File: src/rtl/watch_pkg.sv
// Shared types and constants for the watch set-mode front end.
package watch_pkg;

  localparam int unsigned FLD_MSEC = 0;
  localparam int unsigned FLD_SEC  = 1;
  localparam int unsigned FLD_MIN  = 2;
  localparam int unsigned FLD_HOUR = 3;

  typedef enum logic [0:0] {
    ST_RUN = 1'b0,
    ST_SET = 1'b1
  } main_st_e;

  typedef enum logic [1:0] {
    RP_IDLE   = 2'd0,
    RP_DELAY  = 2'd1,
    RP_REPEAT = 2'd2
  } rep_st_e;

  // Width of a saturating counter that must be able to hold max_val.
  function automatic int unsigned cnt_width(input int unsigned max_val);
    return (max_val < 1) ? 1 : $clog2(max_val + 1);
  endfunction

endpackage

File: src/rtl/btn_autorepeat.sv
// Hold-to-auto-repeat for one button: rising-edge strobe, then delayed periodic strobes.
// The strobe output is combinational; the parent registers it.
module btn_autorepeat
  import watch_pkg::*;
#(
  parameter int unsigned REPEAT_DELAY_MS = 500,
  parameter int unsigned REPEAT_RATE_MS  = 100
) (
  input  logic clk,
  input  logic rst_n,
  input  logic tick_1ms,
  input  logic btn,
  input  logic flush,
  output logic strobe,
  output logic busy
);

  localparam int unsigned MAX_CNT = (REPEAT_DELAY_MS > REPEAT_RATE_MS) ? REPEAT_DELAY_MS
                                                                        : REPEAT_RATE_MS;
  localparam int unsigned CNT_W   = cnt_width(MAX_CNT);

  rep_st_e          state_q, state_d;
  logic [CNT_W-1:0] cnt_q, cnt_d;
  logic             btn_q;
  logic             rise;

  assign rise = btn & ~btn_q;
  assign busy = (state_q != RP_IDLE);

  always_comb begin
    state_d = state_q;
    cnt_d   = cnt_q;
    strobe  = 1'b0;
    if (flush || !btn) begin
      state_d = RP_IDLE;
      cnt_d   = '0;
    end else begin
      unique case (state_q)
        RP_IDLE: begin
          if (rise) begin
            strobe  = 1'b1;
            state_d = RP_DELAY;
            cnt_d   = '0;
          end
        end
        RP_DELAY: begin
          if (tick_1ms) begin
            if (cnt_q >= CNT_W'(REPEAT_DELAY_MS - 1)) begin
              strobe  = 1'b1;
              state_d = RP_REPEAT;
              cnt_d   = '0;
            end else if (cnt_q != '1) begin
              cnt_d = cnt_q + 1'b1;
            end
          end
        end
        RP_REPEAT: begin
          if (tick_1ms) begin
            if (cnt_q >= CNT_W'(REPEAT_RATE_MS - 1)) begin
              strobe = 1'b1;
              cnt_d  = '0;
            end else if (cnt_q != '1) begin
              cnt_d = cnt_q + 1'b1;
            end
          end
        end
        default: begin
          state_d = RP_IDLE;
          cnt_d   = '0;
        end
      endcase
    end
  end

  // Previous level resets high so a button held through reset needs a fresh press.
  always_ff @(posedge clk or negedge rst_n) begin
    if (!rst_n) begin
      state_q <= RP_IDLE;
      cnt_q   <= '0;
      btn_q   <= 1'b1;
    end else begin
      state_q <= state_d;
      cnt_q   <= cnt_d;
      btn_q   <= btn;
    end
  end

endmodule

File: src/rtl/watch_set_ctrl.sv
// Set-mode front end: turns button levels into per-field enable/inc/dec/clear strobes.
// Optional inactivity timeout back to RUN: define WATCH_SET_TIMEOUT_EN.
module watch_set_ctrl
  import watch_pkg::*;
#(
  parameter int unsigned NUM_FIELDS      = 4,
  parameter int unsigned REPEAT_DELAY_MS = 500,
  parameter int unsigned REPEAT_RATE_MS  = 100,
  parameter int unsigned BLINK_HALF_MS   = 250
`ifdef WATCH_SET_TIMEOUT_EN
  ,
  parameter int unsigned TIMEOUT_MS      = 10000
`endif
) (
  input  logic                  clk,
  input  logic                  rst_n,
  input  logic                  i_tick_1ms,
  input  logic                  i_set_sw,
  input  logic                  i_btn_r,
  input  logic                  i_btn_l,
  input  logic                  i_btn_u,
  input  logic                  i_btn_d,
  output logic [NUM_FIELDS-1:0] o_en,
  output logic                  o_inc,
  output logic                  o_dec,
  output logic                  o_clear,
  output logic                  o_blink,
  output logic                  o_set_active
);

  localparam int unsigned FIELD_W = (NUM_FIELDS > 1) ? $clog2(NUM_FIELDS) : 1;
  localparam int unsigned BLINK_W = cnt_width(BLINK_HALF_MS);

  main_st_e               state_q, state_d;
  logic [FIELD_W-1:0]     field_q, field_d;
  logic                   r_q, l_q;
  logic                   r_edge, l_edge;
  logic [1:0]             sup_q, sup_d;
  logic [BLINK_W-1:0]     blink_cnt_q, blink_cnt_d;
  logic [NUM_FIELDS-1:0]  en_d;
  logic                   en_chg;
  logic                   in_set;
  logic                   set_req;
  logic                   timeout;
  logic                   u_strobe, u_busy, d_strobe, d_busy;
  logic                   rep_flush, d_flush;
  logic                   inc_d, dec_d, clear_d, blink_d, edit;

  assign r_edge = i_btn_r & ~r_q;
  assign l_edge = i_btn_l & ~l_q;

`ifdef WATCH_SET_TIMEOUT_EN
  localparam int unsigned TO_W = cnt_width(TIMEOUT_MS);

  logic [TO_W-1:0] to_cnt_q, to_cnt_d;
  logic            lock_q, lock_d;
  logic            any_btn;

  assign any_btn = i_btn_r | i_btn_l | i_btn_u | i_btn_d;
  assign set_req = i_set_sw & ~lock_q;

  // Lock holds RUN after a timeout until the switch is cycled through 0.
  always_comb begin
    to_cnt_d = to_cnt_q;
    lock_d   = lock_q;
    timeout  = 1'b0;
    if (!i_set_sw) begin
      lock_d = 1'b0;
    end
    if (state_q != ST_SET || any_btn) begin
      to_cnt_d = '0;
    end else if (i_tick_1ms) begin
      if (to_cnt_q >= TO_W'(TIMEOUT_MS - 1)) begin
        timeout  = 1'b1;
        lock_d   = 1'b1;
        to_cnt_d = '0;
      end else if (to_cnt_q != '1) begin
        to_cnt_d = to_cnt_q + 1'b1;
      end
    end
  end

  always_ff @(posedge clk or negedge rst_n) begin
    if (!rst_n) begin
      to_cnt_q <= '0;
      lock_q   <= 1'b0;
    end else begin
      to_cnt_q <= to_cnt_d;
      lock_q   <= lock_d;
    end
  end
`else
  assign set_req = i_set_sw;
  assign timeout = 1'b0;
`endif

  always_comb begin
    state_d = state_q;
    field_d = field_q;
    unique case (state_q)
      ST_RUN: begin
        if (set_req) begin
          state_d = ST_SET;
          field_d = FIELD_W'(FLD_SEC);
        end
      end
      ST_SET: begin
        if (!i_set_sw || timeout) begin
          state_d = ST_RUN;
        end else if (r_edge) begin
          field_d = (field_q == FIELD_W'(NUM_FIELDS - 1)) ? '0 : field_q + 1'b1;
        end
      end
      default: state_d = ST_RUN;
    endcase
  end

  assign in_set = (state_d == ST_SET);
  assign en_d   = in_set ? (NUM_FIELDS'(1) << field_d) : '0;
  assign en_chg = (en_d != o_en);

  // Repeaters idle outside SET and on a field change; u owns the pair while active.
  assign rep_flush = ~in_set | (r_edge & (u_busy | d_busy));
  assign d_flush   = rep_flush | u_busy | u_strobe;

  btn_autorepeat #(
    .REPEAT_DELAY_MS(REPEAT_DELAY_MS),
    .REPEAT_RATE_MS (REPEAT_RATE_MS)
  ) u_rep_u (
    .clk     (clk),
    .rst_n   (rst_n),
    .tick_1ms(i_tick_1ms),
    .btn     (i_btn_u),
    .flush   (rep_flush),
    .strobe  (u_strobe),
    .busy    (u_busy)
  );

  btn_autorepeat #(
    .REPEAT_DELAY_MS(REPEAT_DELAY_MS),
    .REPEAT_RATE_MS (REPEAT_RATE_MS)
  ) u_rep_d (
    .clk     (clk),
    .rst_n   (rst_n),
    .tick_1ms(i_tick_1ms),
    .btn     (i_btn_d),
    .flush   (d_flush),
    .strobe  (d_strobe),
    .busy    (d_busy)
  );

  assign inc_d = u_strobe;
  assign dec_d = d_strobe;

  // Downstream clear qualifies on a delayed enable, so hold off for 2 cycles after o_en moves.
  always_comb begin
    if (en_chg) begin
      sup_d = 2'd2;
    end else if (sup_q != 2'd0) begin
      sup_d = sup_q - 2'd1;
    end else begin
      sup_d = sup_q;
    end
  end

  assign clear_d = l_edge & in_set & ~en_chg & (sup_q == 2'd0);
  assign edit    = inc_d | dec_d | clear_d;

  always_comb begin
    blink_d     = o_blink;
    blink_cnt_d = blink_cnt_q;
    if (!in_set || edit) begin
      blink_d     = 1'b0;
      blink_cnt_d = '0;
    end else if (i_tick_1ms) begin
      if (blink_cnt_q >= BLINK_W'(BLINK_HALF_MS - 1)) begin
        blink_d     = ~o_blink;
        blink_cnt_d = '0;
      end else if (blink_cnt_q != '1) begin
        blink_cnt_d = blink_cnt_q + 1'b1;
      end
    end
  end

  always_ff @(posedge clk or negedge rst_n) begin
    if (!rst_n) begin
      state_q      <= ST_RUN;
      field_q      <= '0;
      r_q          <= 1'b1;
      l_q          <= 1'b1;
      sup_q        <= 2'd0;
      blink_cnt_q  <= '0;
      o_en         <= '0;
      o_inc        <= 1'b0;
      o_dec        <= 1'b0;
      o_clear      <= 1'b0;
      o_blink      <= 1'b0;
      o_set_active <= 1'b0;
    end else begin
      state_q      <= state_d;
      field_q      <= field_d;
      r_q          <= i_btn_r;
      l_q          <= i_btn_l;
      sup_q        <= sup_d;
      blink_cnt_q  <= blink_cnt_d;
      o_en         <= en_d;
      o_inc        <= inc_d;
      o_dec        <= dec_d;
      o_clear      <= clear_d;
      o_blink      <= blink_d;
      o_set_active <= in_set;
    end
  end

endmodule

File: config.mk
export PLATFORM = sky130hd
export DESIGN_NAME = watch_set_ctrl
export DESIGN_NICKNAME = d
export VERILOG_FILES = /design/src/rtl/watch_pkg.sv /design/src/rtl/btn_autorepeat.sv /design/src/rtl/watch_set_ctrl.sv
export SDC_FILE = /design/constraint.sdc
export NUM_CORES = 1
export LEC_CHECK = 0
export CORE_MARGIN = 2
export CORE_UTILIZATION = 45
export DETAILED_ROUTE_END_ITERATION = 12
export PLACE_DENSITY = 0.65
export SETUP_SLACK_MARGIN = 0.15
export SLEW_MARGIN = 15
export SYNTH_ARGS = -nofsm -noshare
export SYNTH_HDL_FRONTEND = slang
export SYNTH_SLANG_ARGS = --single-unit
File: constraint.sdc
create_clock -name clk -period 2.3 [get_ports clk]
set_clock_uncertainty 0.15 [all_clocks]
set_input_delay 0.23 -clock clk [delete_from_list [all_inputs] [get_ports clk]]
set_output_delay 0.23 -clock clk [all_outputs]
set_load 0.02 [all_outputs]
Yosys cells after proc, flatten, opt, wreduce, memory -nomap -nowiden
Index checks and enable logic that the tools add are counted.
Storage, ports and cells
  output and inout port bits: 9
  bits in registers: 47
Operators by class
  shift operators: 1
  multiplexer cells: 56
  magnitude comparators: 5
  eq/ne operators: 19
  bitwise logic cells: 22
  reductions and logical operators: 22
  add/sub/neg operators: 5
Operators with widths (number)
  $mux 9: 14
  $pmux 9 s3: 2
  $mux 8: 4
  $mux 2: 14
  $add 9x1->9 const B: 2
  $ge 9x7->1 const B: 2
  $ge 9x9->1 const B: 2
  $ne 9x9->1 const B: 2
  $mux 1: 16
  $ne 3x1->1 const B: 4
  $ne 3x2->1 const B: 4
  $pmux 2 s3: 2
  $reduce_bool 2->1: 6
  $add 8x1->8 const B: 1
  $and 1x1->1: 8
  $ge 8x8->1 const B: 1
  $ne 8x8->1 const B: 1
  $not 1->1: 8
  $reduce_and 4->1: 2
  $eq 2x2->1 const B: 3
  $logic_not 2->1: 3
  $or 1x1->1: 6
  $pmux 1 s3: 2
  $reduce_and 3->1: 2
  other kinds (12): 19

Longest topological paths before layout
  word-level depth: 15
  mapped depth: 9
  mapped depth without buffers: 8

Cells and area by module
From an unflattened synthesis, not the netlist that was laid out.
Unflattened totals
  cell total of the unflattened synthesis: 311
  area total of the unflattened synthesis: 3100.5 µm²
Modules (own cells, without submodules)
  btn_autorepeat: area an instance 879.6 µm², cells each 88, instances 2, sequential area each 301.5 µm²
  watch_set_ctrl: area an instance 1341.3 µm², cells each 135, instances 1, sequential area each 578.1 µm²

Least setup slack after synthesis
No wires, ideal clock.
  path type: flip-flop to flip-flop
  from: register field_q[0]
  to: register blink_cnt_q[0]
  cell stages (with the launch flop): 9
  data arrival time: 2.119 ns
  setup slack: -0.106 ns
  setup time: 0.136 ns
  cells stage by stage: dfrtp_1 > ha_1 > or4b_1 > a21boi_0 > or3b_1 > a21oi_1 > o221a_2 > buf_6 > a21oi_1
Between the ends
  word-level cells in the longest chain between the ends: 15
Ends and longest elaborated chain
  from (decl): line watch_set_ctrl.sv:35  | logic [FIELD_W-1:0] field_q, field_d;
  from (signal assigned): line watch_set_ctrl.sv:201  | field_q <= field_d;
  $add 2x1->2 / $eq 2x2->1 (equally long branches): line watch_set_ctrl.sv:111  | field_d = (field_q == FIELD_W'(NUM_FIELDS - 1)) ? '0 : field_q + 1'b1;
  $mux 2: line watch_set_ctrl.sv:111
  $mux 2: line watch_set_ctrl.sv:110  | end else if (r_edge) begin
  $mux 2: line watch_set_ctrl.sv:108  | if (!i_set_sw || timeout) begin
  $pmux 2 s2 *: line watch_set_ctrl.sv:100  | unique case (state_q)
  $shl 1x2->4 *: line watch_set_ctrl.sv:119  | assign en_d = in_set ? (NUM_FIELDS'(1) << field_d) : '0;
  $mux 4 *: line watch_set_ctrl.sv:119
  $ne 4x4->1 *: line watch_set_ctrl.sv:120  | assign en_chg = (en_d != o_en);
  $not 1->1 *: line watch_set_ctrl.sv:166  | assign clear_d = l_edge & in_set & ~en_chg & (sup_q == 2'd0);
  $and 1x1->1 * (2 in a row): line watch_set_ctrl.sv:166
  $or 1x1->1 *: line watch_set_ctrl.sv:167  | assign edit = inc_d | dec_d | clear_d;
  $logic_or 1x1->1 *: line watch_set_ctrl.sv:172  | if (!in_set || edit) begin
  $reduce_bool 3->1 (no line) / $reduce_bool 2->1 (equally long branches)
  $reduce_and 2->1 (no line)
  to (signal assigned): line watch_set_ctrl.sv:205  | blink_cnt_q <= blink_cnt_d;
  to (decl): line watch_set_ctrl.sv:39  | logic [BLINK_W-1:0] blink_cnt_q, blink_cnt_d;
Every way passes the cells marked *; elsewhere a longest branch is shown, timed or not.
A chain may end at the register's enable or synchronous reset.

Worst setup path after layout
  from: register field_q[0]
  to: register blink_cnt_q[1]
The elaborated chain is that of the path after synthesis.

==> results.toml <==
[outcome]
status = "finished with violations"
failed_checks = "negative setup slack"

[place]
hpwl_um = 4410
portBuffers = 16
dp.cells = 425
gp_congestion = 0.824

[sta]
relSlewSlack = 0.598
tightest_slew_ns = 0.604
final_hold_viol_count = 0
tns_ns = -1.22
fmax_mhz = 413
min_period_ns = 2.42
fin_ws_ns = -0.124
rsz0062_at_grt = "yes"
post-route-period-util = 1.05
slew_viol_final = 0
setup_violations = 12

[critical_path]
crit_path_top_delay_cell = "or4b_4"
cpPeakStageDelay_ns = 0.48
worst-path-max-fanout = 6
worstRegToRegCells = 7
reg2reg_slack_ns = -0.12
required_ns = 2.32
r2r_start = "field_q[0]"
cp_cell_sequence = "ha_2 -> or4b_4 -> a21boi_4 -> or3b_4 -> a21oi_4 -> o221a_4 -> a21oi_1"
cp-startpoint = "field_q[0]"
critical_path.endpoint = "blink_cnt_q[1]"
critPathCaptureType = "flip-flop"
cp.buffers_inverters = 0
critical_path_class = "flip-flop to flip-flop"
worstSetupPathDepth = 7
critPathLaunchType = "flip-flop"
critPathArrivalTime_ns = 2.45
r2r_end = "blink_cnt_q[1]"
cpLargestDelayFamily = "simple AND/OR/NAND/NOR gates"

[routing]
vias_per_cell = 5.59
wirelength_um = 6960
firstDrtPassIters = 4
wl_per_cell_um = 15.5
drc_errors = 0
ant_nets = 0
drtIter0Drc = 147
num_vias = 2508

[cts]
cts_tree = "yes"
cts_max_level = 2
cts_max_path_buffers = 2
cts_sinks = 47
clockRootBuffer = "clkbuf_8"
cts_buffers = 5
clk_pin_slew_worst_paths_ns = 0.09
insertion_delay_ns = 0.31

[die]
die_area_mm2 = 0.00706
core_area_mm2 = 0.00628
ios = 17
fp.dieH_um = 84.0
fp.dieW_um = 84.0
initial_utilization = 0.459
num_rows = 29

[synthesis]
synth_area_leaders = "dfrtp_1 37%, ha_1 7.8%, nand2_1 4.6%"
synth_seq_cells = 47
synthArstFlopShare = 1.00
synth_adder_area_share = 0.0782
synth-compound-area-share = 0.202
ys_warn_count = 0
syn_inst = 312
synth_fp_nets = 338
post_synth_num_cell_types = 59
syn_area_mm2 = 0.00288
synth_top_family_by_area = "simple AND/OR/NAND/NOR gates"
synth-simple-area-share = 0.228
synth_top_area_share = 0.373
synth_edf_count = 0
synth_area_per_cell_um2 = 9.24
synthXorXnorAreaFrac = 0.0243
synth.largest_area_cell = "dfrtp_1"
synth_mux_area_frac = 0.0217
synth-main-ff-cell = "dfrtp_1"
synth-seq-area-share = 0.410

[final_layout]
final_common_cell = "dfrtp_1"
syn_to_final_growth_pct = 35.2
drive_above_1_share = 0.309
nets = 397
most-common-layout-cells = "40 x dfrtp_1, 35 x nand2_1, 33 x buf_4"
fin_cells = 449
fillers = 530
antennaDiodeCount = 0

[global_routing]
grt_pass1_vias = 2381
antenna_found_initial = 0
grt_max_degree = 26
grt_pass1_wl_um = 11000
track_usage = 0.190
grt_overflow = 0

[job]
maxCapViolCount = 0

[power_and_ir_drop]
max-vdd-ir-drop_mv = 0.309
power_w = 0.00205
powerDensity_mw_per_mm2 = 525
p_leak_nw = 1.63

[min_path]
hp-class = "input pin to flip-flop"
[synthesized netlist by cell type, types with 2 or more instances]
| cell | instances |
|---|---|
| or3_1 | 4 |
| nor2_1 | 27 |
| a31oi_1 | 5 |
| nand4_1 | 4 |
| nand3_1 | 16 |
| dfrtp_1 | 43 |
| and3_2 | 2 |
| nand2_1 | 35 |
| dfstp_2 | 4 |
| nor4_1 | 3 |
| o21ai_0 | 12 |
| nand3b_1 | 2 |
| mux2_2 | 2 |
| a31o_2 | 2 |
| o22ai_1 | 3 |
| nand2b_1 | 7 |
| a22o_1 | 2 |
| and3_1 | 5 |
| a211oi_1 | 5 |
| xnor2_1 | 6 |
| nor3_1 | 8 |
| and4_1 | 3 |
| o211ai_1 | 2 |
| mux2i_1 | 4 |
| a21o_1 | 3 |
| a21oi_1 | 25 |
| xor2_1 | 2 |
| and2_1 | 4 |
| inv_1 | 18 |
| a21boi_0 | 2 |
| clkbuf_1 | 5 |
| nor2b_1 | 3 |
| ha_1 | 18 |
[registers in the layout, indices dropped and copies added, names as in the netlist]
name and cells:
u_rep_d.btn_q 1, state_q 1, r_q 1, o_dec 1
u_rep_d.state_q 2, u_rep_u.cnt_q 9, o_en 4, blink_cnt_q 8
o_blink 1, u_rep_d.cnt_q 9, l_q 1, u_rep_u.btn_q 1
field_q 2, u_rep_u.state_q 2, o_inc 1, sup_q 2
o_clear 1
[per-layer routing]
layer | global-route usage | routed length, um | vias up
met5 | 0 | 0 | -
met4 | 0.0616 | 135 | 0
met3 | 0.0386 | 189 | 13
met2 | 0.289 | 3260 | 39
met1 | 0.270 | 3370 | 1205
li1 | - | - | 1251
[area by class of cell]
class	instances	area, um^2	area share
multi-input combinational	242	1900	0.488
sequential	47	1180	0.304
timing repair buffer	57	527	0.135
tap	77	96.3	0.0247
clock buffer	6	82.6	0.0212
inverter	18	67.6	0.0173
clock inverter	2	35.0	0.00899
[power breakdown]
group          switching [W]  internal (W)  total, W
Combinational       0.000261      0.000233  0.000494
Clock               0.000291      0.000352  0.000643
Sequential         0.0000377      0.000871  0.000909
[worst reg2reg max path, delay by kind of cell, from the launching register on]
kind	cells	cell delay (ns)
DFF	1	0.42
adders and majority gates	1	0.18
and+or+nand+nor	2	0.87
AOI/OAI and AO/OA	4	0.68
[logic make-up after synthesis]
| group | Yosys count |
|---|---|
| simple gates | 130 |
| compound gates | 78 |
| flops | 47 |
| buf+inv | 25 |
| fa+ha+maj | 18 |
| xor+xnor | 8 |
| mux | 6 |
[stage by stage]
stage                     instance area, um^2  hold slack (ns)   util  setup WS, ns
after floorplan                          2900           -0.216      -       -0.0660
after global placement                   3350            0.108  0.533        -0.289
after detailed placement                 3350            0.114  0.533        -0.318
after CTS                                3640            0.200  0.580        -0.145
after global routing                     3900            0.199  0.621        -0.191
final                                    3900            0.204  0.621        -0.124
[worst min path at each step]
stage	start	end	slack, ns	cells past startpoint
after floorplan	rst_n	blink_cnt_q[0]	-0.22	0
after global placement	rst_n	o_en[0]	0.11	1
after detailed placement	rst_n	o_en[0]	0.11	1
after CTS	i_btn_l	l_q	0.20	1
after global routing	i_btn_l	l_q	0.20	1
final	i_btn_l	l_q	0.20	1
[timing repair]
item / CTS / global route
resized for setup: 23 / 39
setup buffers: 6 / 6
gates cloned: 1 / 2
endpoints found under the hold margin: 22 / 0
hold buffers: 1 / 0
pin swaps: 18 / 23
setup endpoints to repair: 31 / 33
No activity file was read; power rests on OpenSTA's default activity.
